==> src/rtl/vx_barrier_unit.sv <==
// Warp barrier unit: counts arrivals per barrier id, stalls arriving warps, releases them together.
// Optional VX_BARRIER_PERF_EN adds a 44-bit stalled-warp-cycle counter output.
module vx_barrier_unit #(
    parameter int unsigned NUM_WARPS    = 4,
    parameter int unsigned NUM_BARRIERS = 4,
    parameter int unsigned NW_BITS      = $clog2(NUM_WARPS),
    parameter int unsigned NB_BITS      = $clog2(NUM_BARRIERS),
    localparam int unsigned NW_W        = (NW_BITS > 0) ? NW_BITS : 1,
    localparam int unsigned NB_W        = (NB_BITS > 0) ? NB_BITS : 1
) (
    input  logic                 clk,
    input  logic                 reset_n,
    input  logic                 bar_valid,
    output logic                 bar_ready,
    input  logic [NW_W-1:0]      bar_wid,
    input  logic [NB_W-1:0]      bar_id,
    input  logic [NW_W-1:0]      bar_size_m1,
    output logic [NUM_WARPS-1:0] stall_mask,
    output logic                 release_valid,
    output logic [NUM_WARPS-1:0] release_mask,
`ifdef VX_BARRIER_PERF_EN
    output logic [43:0]          perf_stall_cycles,
`endif
    output logic                 busy
);

    logic                 r_ready;
    logic [NW_W-1:0]      r_cnt   [NUM_BARRIERS];
    logic [NUM_WARPS-1:0] r_wmask [NUM_BARRIERS];
    logic                 r_rel_valid;
    logic [NUM_WARPS-1:0] r_rel_mask;

    logic                 w_accept;
    logic                 w_last;
    logic [NUM_WARPS-1:0] w_wid_oh;
    logic [NUM_WARPS-1:0] w_stall;

    assign w_accept = bar_valid && r_ready;
    assign w_last   = (r_cnt[bar_id] == bar_size_m1);
    assign w_wid_oh = NUM_WARPS'(1) << bar_wid;

    always_ff @(posedge clk or negedge reset_n) begin
        if (!reset_n) begin
            r_ready     <= 1'b0;
            r_rel_valid <= 1'b0;
            r_rel_mask  <= '0;
            for (int b = 0; b < NUM_BARRIERS; b++) begin
                r_cnt[b]   <= '0;
                r_wmask[b] <= '0;
            end
        end else begin
            // Backpressure is never applied; ready only marks the first cycle out of reset.
            r_ready     <= 1'b1;
            r_rel_valid <= w_accept && w_last;
            r_rel_mask  <= (w_accept && w_last) ? (r_wmask[bar_id] | w_wid_oh) : '0;
            if (w_accept) begin
                if (w_last) begin
                    r_cnt[bar_id]   <= '0;
                    r_wmask[bar_id] <= '0;
                end else begin
                    r_cnt[bar_id]   <= r_cnt[bar_id] + 1'b1;
                    r_wmask[bar_id] <= r_wmask[bar_id] | w_wid_oh;
                end
            end
        end
    end

    always_comb begin
        w_stall = '0;
        for (int b = 0; b < NUM_BARRIERS; b++) begin
            w_stall = w_stall | r_wmask[b];
        end
    end

    assign bar_ready     = r_ready;
    assign stall_mask    = w_stall;
    assign busy          = |w_stall;
    assign release_valid = r_rel_valid;
    assign release_mask  = r_rel_mask;

`ifdef VX_BARRIER_PERF_EN
    logic [43:0] r_perf;

    always_ff @(posedge clk or negedge reset_n) begin
        if (!reset_n) begin
            r_perf <= '0;
        end else begin
            r_perf <= r_perf + 44'($countones(w_stall));
        end
    end

    assign perf_stall_cycles = r_perf;
`endif

`ifndef SYNTHESIS
    // Size of the first arrival per barrier, kept only to flag inconsistent later arrivals.
    logic [NW_W-1:0] r_sz [NUM_BARRIERS];

    always_ff @(posedge clk or negedge reset_n) begin
        if (!reset_n) begin
            for (int b = 0; b < NUM_BARRIERS; b++) begin
                r_sz[b] <= '0;
            end
        end else if (w_accept && (r_cnt[bar_id] == '0)) begin
            r_sz[bar_id] <= bar_size_m1;
        end
    end

    always @(posedge clk) begin
        if (reset_n && w_accept) begin
            assert (int'(bar_wid) < NUM_WARPS)
                else $error("barrier: warp id %0d out of range", bar_wid);
            assert (!w_stall[bar_wid])
                else $error("barrier: warp %0d arrived while already stalled", bar_wid);
            assert ((r_cnt[bar_id] == '0) || (r_sz[bar_id] == bar_size_m1))
                else $error("barrier: size mismatch on barrier %0d", bar_id);
        end
    end
`endif

endmodule

==> config.mk <==
export PLATFORM = sky130hd
export DESIGN_NAME = vx_barrier_unit
export DESIGN_NICKNAME = d
export VERILOG_FILES = /design/src/rtl/vx_barrier_unit.sv
export SDC_FILE = /design/constraint.sdc
export NUM_CORES = 1
export LEC_CHECK = 0
export CAP_MARGIN = 20
export CORE_MARGIN = 5
export CORE_UTILIZATION = 65
export DETAILED_ROUTE_END_ITERATION = 10
export DONT_BUFFER_PORTS = 1
export GPL_ROUTABILITY_DRIVEN = 0
export GPL_TIMING_DRIVEN = 0
export PLACE_DENSITY = 0.78
export SYNTH_ARGS = -nofsm -noshare
export SYNTH_HDL_FRONTEND = slang
export SYNTH_SLANG_ARGS = --single-unit
==> constraint.sdc <==
create_clock -name clk -period 3.75 [get_ports clk]
set_clock_uncertainty 0.15 [all_clocks]
set_input_delay 0.5625 -clock clk [delete_from_list [all_inputs] [get_ports clk]]
set_output_delay 0.5625 -clock clk [all_outputs]
set_load 0.02 [all_outputs]
==> results.json, run 1 <==
{
  "holdPathStages": 3,
  "tns_ns": 0,
  "p_seq_frac": 0.463,
  "path_cells": "or4_1 > or4_1",
  "synth_top_family_by_area": "simple AND/OR/NAND/NOR gates",
  "clkTransAtPathRegs_ns": 0.09,
  "synth_area_leaders": "dfrtp_1 (54%), o21ai_0 (8.4%), mux4_1 (7.6%)",
  "overflow": 0,
  "synth-main-ff-cell": "dfrtp_1",
  "grtUsageTotal": 0.192,
  "fin_cells": 162,
  "grt_pass1_wl_mm": 4.70,
  "syn_area_per_cell_um2": 11.0,
  "start_util": 0.695,
  "multi_input_area_um2": 584,
  "finalMaxSlewViolations": 0,
  "hold_path_class": "input port to flip-flop",
  "post-cts-setup-buffers": 0,
  "drcViolationCount": 0,
  "synth_xor_area_frac": 0.0236,
  "dpl.hpwl_mm": 1.90,
  "ctsLongestPathBuffers": 2,
  "yosysTopAreaCellShare": 0.545,
  "timing.fmax_mhz": 359,
  "fp.dieW_um": 56.0,
  "dr_total_vias": 971,
  "synthSimpleGateAreaFrac": 0.147,
  "startpoint_type": "flip-flop",
  "nFillCells": 112,
  "synth_nets": 134,
  "tritoncts": "built",
  "ant_nets": 0,
  "ios": 20,
  "rr_worst_depth": 5,
  "cts_buffers": 5,
  "hold_viol": 0,
  "drive_gt1_frac": 0.133,
  "viasPerCell": 5.99,
  "crit_top_cell": "or4_1",
  "grt_max_degree": 31,
  "synth_edf_count": 0,
  "final-seq-area_um2": 751,
  "dr.first_iter.drc_count": 21,
  "synth_compound_area_frac": 0.134,
  "dieArea_um2": 3140,
  "yosysUniqueCellTypes": 25,
  "insertion_delay_ns": 0.31,
  "criticalPathCategory": "flip-flop to output port",
  "synthAdderAreaFrac": 0,
  "switchingPower_mw": 0.389,
  "p_leak_nw": 0.701,
  "cts_hold_buf": 2,
  "dp_cells": 152,
  "worstPathRequired_ns": 3.04,
  "synth_top_area_cell": "dfrtp_1",
  "peakVddDrop_uv": 412,
  "cts-root-buf": "clkbuf_4",
  "period_needed_ns": 2.79,
  "antenna_found_initial": 0,
  "endpoint_kind": "output port",
  "finalSetupViolCount": 0,
  "critPathMaxFanout": 3,
  "worst_ep_arrival_time_ns": 2.08,
  "grt_pass1_vias": 988,
  "fp.coreArea_um2": 1980,
  "synth.mux.area_fraction": 0.117,
  "diodes": 0,
  "htree_levels": 2,
  "synth_common_cells": "dfrtp_1 (30), nand2_1 (25), o21ai_0 (23), or4_1 (5)",
  "finalNetCount": 143,
  "ys_ff_latch": 30,
  "core.rowCount": 16,
  "async_flop_share": 1.00,
  "wl_per_cell_um": 16.2,
  "synth_most_common_cell": "dfrtp_1",
  "rsz0062_at_grt": "no",
  "outcome": "finished clean",
  "fin_crit_sh": 0.743,
  "intPower_mw": 0.703,
  "cpMaxStageDelayCell": "or4_1",
  "swShare": 0.356,
  "io_buffers": 0,
  "clkPwrFrac": 0.213,
  "cts_resized": 0,
  "area_growth_pct": 10.4,
  "pwr_density_cell_nw_per_um2": 718,
  "wl_mm": 2.62,
  "synth_cells": 125,
  "yosysWarnings": 0,
  "cpPeakStageDelay_ns": 0.69,
  "ys_seq_area_frac": 0.545,
  "die_y_um": 56.0,
  "utilization": 0.767,
  "maxCapViolations": 0,
  "whs_ns": 0.288,
  "clkSinkCount": 30,
  "comb_power_share": 0.323,
  "firstDrtPassIters": 4,
  "syn_area_um2": 1380
}
## critical path: cells and delay by family (launching register included)
| family | cells | cell delay, ns |
|---|---|---|
| flip-flops | 1 | 0.40 |
| AND/OR/NAND/NOR | 2 | 1.36 |
## final cells by class
type / instances / share of cell area
buffer: 6 / 0.0206
clock buffer: 8 / 0.0519
inverter: 3 / 0.00741
multi-input combinational: 86 / 0.384
sequential: 30 / 0.494
tap: 27 / 0.0222
timing repair buffer: 2 / 0.0198
## per-stage QoR
| stage | instance area, um^2 | total power [mW] | setup slack (ns) |
|---|---|---|---|
| floorplan | 1380 | 0.774 | 1.35 |
| finish | 1520 | 1.09 | 0.962 |
| global placement | 1410 | 0.836 | 1.31 |
| detailed placement | 1410 | 0.854 | 1.31 |
| CTS | 1520 | 1.09 | 0.955 |
| global route | 1520 | 1.18 | 0.896 |
## cell usage in the layout (no fill, tap or decap), drive strengths merged
cell type	n
or2	1
xor2	1
or3	1
inv	3
clkbuf	8
a21oi	3
or4	5
o22ai	1
nand4b	2
nor3	4
a21o	1
nor2	3
conb	1
o21ai	25
mux4	6
nand2	25
dfrtp	30
mux2	1
xnor2	1
buf	7
dlygate4sd3	1
o21bai	4
nand4	1
## power by group through the flow
stage               Combinational, mW  Sequential [mW]  Clock, mW
floorplan                       0.288            0.487          0
global placement                0.333            0.503          0
detailed placement              0.343            0.511          0
CTS                             0.354            0.504      0.236
global route                    0.396            0.521      0.259
finish                          0.353            0.506      0.233
## layer usage
metal | up-vias | global-route usage | share of wire
met4 | 0 | 0.0407 | 0.0084
met1 | 472 | 0.255 | 0.46
met2 | 28 | 0.302 | 0.49
met3 | 4 | 0.0719 | 0.041
met5 | - | 0 | 0
li1 | 467 | - | -
## flip-flops by register name, indices dropped and copies added (netlist names)
signal	flops
release_mask	4
bar_ready	1
release_valid	1
r_wmask	16
r_cnt	8
## cells by family (layout without fill, tap and decap cells)
group	count (synthesis)	count (layout)
and+or+nand+nor	42	42
other	1	1
xor gates and xnor gates	2	2
buffers and inverters	9	19
AOI/OAI and AO/OA	34	34
DFF	30	30
muxes	7	7
## path summary, 6_finish.rpt
path / startpoint / end / slack (ns)
max: r_wmask[6] / busy / 0.96
min in group asynchronous: reset_n / r_cnt[3] / 0.54
max reg2reg: bar_ready / r_cnt[6] / 1.79
min reg2reg: r_cnt[3] / r_cnt[3] / 0.34
max in group asynchronous: reset_n / r_cnt[0] / 2.73
min: bar_wid[1] / release_mask[0] / 0.29
Power figures use the tool's default switching activity.
==> run 2: changes to the inputs <==
--- a/config.mk
+++ b/config.mk
@@ -5,14 +5,15 @@
 export SDC_FILE = /design/constraint.sdc
 export NUM_CORES = 1
 export LEC_CHECK = 0
+export ABC_AREA = 1
 export CAP_MARGIN = 20
 export CORE_MARGIN = 5
-export CORE_UTILIZATION = 65
+export CORE_UTILIZATION = 63
 export DETAILED_ROUTE_END_ITERATION = 10
 export DONT_BUFFER_PORTS = 1
 export GPL_ROUTABILITY_DRIVEN = 0
 export GPL_TIMING_DRIVEN = 0
-export PLACE_DENSITY = 0.78
+export PLACE_DENSITY = 0.76
 export SYNTH_ARGS = -nofsm -noshare
 export SYNTH_HDL_FRONTEND = slang
 export SYNTH_SLANG_ARGS = --single-unit
==> constraint.sdc (replaced) <==
create_clock -name clk -period 2.6 [get_ports clk]
set_clock_uncertainty 0.15 [all_clocks]
set_input_delay 0.39 -clock clk [delete_from_list [all_inputs] [get_ports clk]]
set_output_delay 0.39 -clock clk [all_outputs]
set_load 0.02 [all_outputs]
==> results.json, run 2 <==
{
  "met3_length_um": 500,
  "ctsLongestPathBuffers": 2,
  "pwr_density_cell_nw_per_um2": 650,
  "dr.first_iter.drc_count": 254,
  "synth_common_cells": "nand2_1 (154), nand3_1 (47), nor2_1 (46), dfrtp_1 (30), inv_1 (29)",
  "cts_buffers": 5,
  "regMostFlops": "r_wmask",
  "p_leak_nw": 1.34,
  "io_buffers": 0,
  "fin_cells": 410,
  "fp.coreArea_um2": 3360,
  "dr_wl_met2_mm": 2.74,
  "wl_per_cell_um": 14.3,
  "comb_power_share": 0.370,
  "dr_total_vias": 2281,
  "fin_crit_sh": 0.933,
  "finalSetupViolCount": 0,
  "grt_max_degree": 31,
  "clkPwrFrac": 0.244,
  "highest-signal-layer": "met4",
  "period_needed_ns": 2.43,
  "synth_area_leaders": "dfrtp_1 (34%), nand2_1 (26%), nand3_1 (11%)",
  "startpoint_type": "flip-flop",
  "drcViolationCount": 0,
  "cts_resized": 0,
  "hold_viol": 0,
  "crit_start": "r_wmask[10]",
  "syn_area_per_cell_um2": 6.24,
  "synth_top_area_cell": "dfrtp_1",
  "worstPathRequired_ns": 2.06,
  "swShare": 0.411,
  "maxCapViolations": 0,
  "synth_cells": 354,
  "antenna_found_initial": 0,
  "start_util": 0.657,
  "critPathMaxFanout": 3,
  "wl_mm": 5.85,
  "fin_total_pwr_mw": 1.54,
  "finalMaxSlewViolations": 0,
  "cts_hold_buf": 2,
  "setup_slack_ns": 0.175,
  "synth_edf_count": 0,
  "die_y_um": 69.2,
  "rrSetupSlack_ns": 0.83,
  "endpoint_kind": "output port",
  "ios": 20,
  "clkTransAtPathRegs_ns": 0.10,
  "dieArea_um2": 4790,
  "switchingPower_mw": 0.634,
  "htree_levels": 2,
  "tritoncts": "built",
  "rsz0062_at_grt": "no",
  "reg2reg_from": "r_cnt[2]",
  "area_growth_pct": 7.47,
  "viasPerCell": 5.56,
  "hold_path_class": "input port to flip-flop",
  "grt_pass1_vias": 2218,
  "dp_cells": 400,
  "drive_gt1_frac": 0.0989,
  "outcome": "finished clean",
  "synth-main-ff-cell": "dfrtp_1",
  "finish.instance_area_um2": 2370,
  "worst_ep_arrival_time_ns": 1.89,
  "yosysUniqueCellTypes": 20,
  "peakVddDrop_uv": 420,
  "core.rowCount": 21,
  "finalNetCount": 372,
  "ys_ff_latch": 30,
  "wl_met1_mm": 2.46,
  "largest_reg_flops": 16,
  "layout_common_cells": "nand2_1 (154), nand3_1 (47), nor2_1 (46)",
  "async_flop_share": 1.00,
  "place_area_um2": 2270,
  "synth_most_common_cell": "nand2_1",
  "synth_nets": 363,
  "ant_nets": 0,
  "p_seq_frac": 0.386,
  "mostFrequentLayoutCell": "nand2_1",
  "dpl.hpwl_mm": 4.16,
  "syn_area_um2": 2210,
  "insertion_delay_ns": 0.34,
  "firstDrtPassIters": 5,
  "whs_ns": 0.314,
  "grt_pass1_wl_mm": 10.1,
  "utilization": 0.706,
  "ys_seq_area_frac": 0.340,
  "grtUsageTotal": 0.258,
  "fp.dieW_um": 69.2,
  "intPower_mw": 0.909,
  "post-cts-setup-buffers": 0,
  "diodes": 0,
  "timing.fmax_mhz": 412,
  "yosysWarnings": 0,
  "overflow": 0,
  "place_ws_ns": 0.571,
  "min-delay-start": "bar_size_m1[0]",
  "criticalPathCategory": "flip-flop to output port",
  "clkSinkCount": 30,
  "yosysTopAreaCellShare": 0.340,
  "cts-root-buf": "clkbuf_4",
  "tns_ns": 0
}
## run 2: cell types whose count changed in the layout (fill, tap and decap cells not counted), sizes merged, moves of 4 or more
| cell | delta |
|---|---|
| nor2 | +46 |
| or4 | -4 |
| nand3 | +48 |
| buf | +8 |
| nor3 | -4 |
| mux4 | -6 |
| o21ai | -25 |
| o21bai | -4 |
| nand2 | +136 |
| inv | +28 |
| nand3b | +8 |
## run 2: kinds of logic after synthesis
kind of cell	Yosys count	synth area share
compound gates	7	0.0215
buf+inv	45	0.101
flops	30	0.340
other cells	1	0.00170
simple gates	271	0.536
## run 2: per-layer routing
metal | track usage | up-vias
li1 | - | 1123
met1 | 0.317 | 1041
met2 | 0.421 | 98
met3 | 0.0754 | 19
met4 | 0.113 | 0
met5 | 0 | -
## run 2: critical path, cell delays in order (launching register included)
cell	delay (ns)
dfrtp_1	0.39
inv_1	0.13
nand4_1	0.29
or4_1	0.73
## run 2: final cells by class
class | count | area, um^2
Timing Repair Buffer | 2 | 30.0
Clock buffer | 5 | 37.5
Clock inverter | 3 | 40.0
Buffer | 14 | 108
Fill cell | 301 | 988
Tap cell | 46 | 57.6
Sequential cell | 30 | 751
Inverter | 31 | 116
Multi-Input combinational cell | 279 | 1230
## run 2: final timing paths
path | endpoint | cells after the start
min in group asynchronous | r_wmask[4] | 2
worst max register to register | r_cnt[4] | 9
worst min-delay path | r_cnt[3] | 6
worst max-delay path | busy | 3
worst min register to register | r_wmask[2] | 2
max in group asynchronous | release_mask[1] | 2
## run 2: power groups by stage
stage	Clock, mW	Sequential (mW)	Combinational [mW]
global placement	0	0.603	0.542
detailed placement	0	0.602	0.548
floorplan	0	0.585	0.448
global route	0.405	0.603	0.635
finish	0.376	0.595	0.572
CTS	0.379	0.592	0.566
==> run 3: changes to the inputs <==
==> constraint.sdc (replaced) <==
create_clock -name clk -period 2.6 [get_ports clk]
set_clock_uncertainty 0.15 [all_clocks]
set_input_delay 0.39 -clock clk [delete_from_list [all_inputs] [get_ports clk]]
set_output_delay 0.39 -clock clk [all_outputs]
set_load 0.1 [all_outputs]
==> results.json, run 3 (synthesized netlist as in run 2, its figures left out) <==
{
  "fin_total_pwr_mw": 1.85,
  "worst_ep_arrival_time_ns": 1.77,
  "whs_ns": 0.309,
  "cp.buffers_inverters": 1,
  "p_leak_nw": 1.36,
  "finalMaxSlewViolations": 0,
  "grt_pass1_wl_mm": 10.4,
  "timing.fmax_mhz": 432,
  "clkSinkCount": 30,
  "clkTransAtPathRegs_ns": 0.09,
  "outcome": "finished clean",
  "reg2reg_from": "bar_ready",
  "rr_worst_depth": 6,
  "fp.coreArea_um2": 3360,
  "fp.dieW_um": 69.2,
  "drive_gt1_frac": 0.109,
  "grt_pass1_vias": 2178,
  "grtUsageTotal": 0.267,
  "cpPeakStageDelay_ns": 0.75,
  "tightest_slew_ns": 0.899,
  "layout_common_cells": "nand2_1 (154), nand3_1 (47), nor2_1 (46)",
  "finalSetupViolCount": 0,
  "overflow": 0,
  "fin_crit_sh": 0.890,
  "dr_total_vias": 2326,
  "startpoint_type": "flip-flop",
  "mostFrequentLayoutCell": "nand2_1",
  "critPathMaxFanout": 3,
  "dr.first_iter.drc_count": 287,
  "place_ws_ns": 0.481,
  "htree_levels": 2,
  "period_needed_ns": 2.31,
  "firstDrtPassIters": 6,
  "dieArea_um2": 4790,
  "ctsLongestPathBuffers": 2,
  "maxCapViolations": 0,
  "viasPerCell": 5.62,
  "ant_nets": 0,
  "cts_buffers": 5,
  "largest_reg_flops": 16,
  "die_y_um": 69.2,
  "diodes": 0,
  "regMostFlops": "r_wmask",
  "cp_top_family": "simple AND/OR/NAND/NOR gates",
  "rsz0062_at_grt": "no",
  "antenna_found_initial": 0,
  "cpMaxStageDelayCell": "or4_4",
  "hold_viol": 0,
  "ios": 20,
  "grt_max_degree": 31,
  "nFillCells": 297,
  "r2r_end": "r_wmask[3]",
  "min-delay-start": "bar_wid[0]",
  "pwr_density_cell_nw_per_um2": 764,
  "whs_endpoint": "release_mask[2]",
  "relSlewSlack": 0.400,
  "endpoint_kind": "output port",
  "criticalPathCategory": "flip-flop to output port",
  "post-cts-setup-buffers": 0,
  "wl_per_cell_um": 14.3,
  "cts-root-buf": "clkbuf_4",
  "tritoncts": "built",
  "rrSetupSlack_ns": 0.39,
  "start_util": 0.657,
  "hold_path_class": "input port to flip-flop",
  "drcViolationCount": 0,
  "utilization": 0.720,
  "holdPathStages": 3,
  "wl_mm": 5.90,
  "dpl.hpwl_mm": 4.28,
  "path_cells": "inv_1 > nand4_1 > or4_4",
  "peakVddDrop_uv": 975,
  "insertion_delay_ns": 0.34,
  "finalNetCount": 376,
  "cts_resized": 0,
  "area_growth_pct": 9.57,
  "io_buffers": 0,
  "setup_slack_ns": 0.287,
  "core.rowCount": 21,
  "worstPathRequired_ns": 2.06
}
-- run 3: cell types whose count changed in the layout (fill, tap and decap cells not counted) --
cell / previous run / this run
or4_1: 1 / 0
clkbuf_8: 0 / 1
clkinv_2: 2 / 1
bufinv_16: 1 / 0
clkbuf_1: 0 / 1
buf_8: 0 / 4
or4_4: 0 / 1
-- run 3: through the flow --
| step | std cells | area, um^2 | setup TNS, ns |
|---|---|---|---|
| detailed placement | 404 | 2330 | 0 |
| CTS | 414 | 2420 | 0 |
| finish | 414 | 2420 | 0 |
| global route | 414 | 2420 | 0 |
| global placement | 400 | 2270 | -0.491 |
| floorplan | 354 | 2210 | -0.372 |
-- run 3: worst max-delay path by stage --
stage	from	endpoint	slack [ns]	cells after the start
6_report	r_wmask[10]	busy	0.29	3
5_1_grt	r_wmask[10]	busy	0.21	3
4_1_cts	r_wmask[10]	busy	0.30	3
3_5_place_dp	bar_ready	r_wmask[1]	0.48	6
3_3_place_gp	r_wmask[9]	busy	-0.49	3
2_1_floorplan	r_wmask[3]	busy	-0.37	3
-- run 3: final cells by class --
cell class / instances / area, um^2 / area share
Sequential cell: 30 / 751 / 0.310
Inverter: 31 / 116 / 0.0481
Clock inverter: 1 / 5.00 / 0.00207
Buffer: 14 / 108 / 0.0444
Tap cell: 46 / 57.6 / 0.0238
Multi-Input combinational cell: 279 / 1240 / 0.512
Timing Repair Buffer: 6 / 90.1 / 0.0372
Clock buffer: 7 / 55.1 / 0.0227
-- run 3: timing repair --
action,4_1_cts,5_1_grt
setup endpoints to repair,0,0
hold buffers,2,0
hold endpoints to repair,30,0
-- run 3: layer usage --
metal | vias up | track usage | wire, um
met4 | 0 | 0.121 | 155
li1 | 1123 | - | -
met3 | 21 | 0.0638 | 519
met2 | 129 | 0.409 | 2790
met5 | - | 0 | 0
met1 | 1053 | 0.358 | 2440
-- run 3: worst min-delay path, delay by kind of cell --
kind	cells	cell delay, ns
AND/OR/NAND/NOR	2	0.23
AO/OA/AOI/OAI	1	0.13
-- run 3: report_power, final --
group / switching (mW) / internal, mW
combinational: 0.672 / 0.264
clock: 0.165 / 0.131
sequential: 0.0867 / 0.531
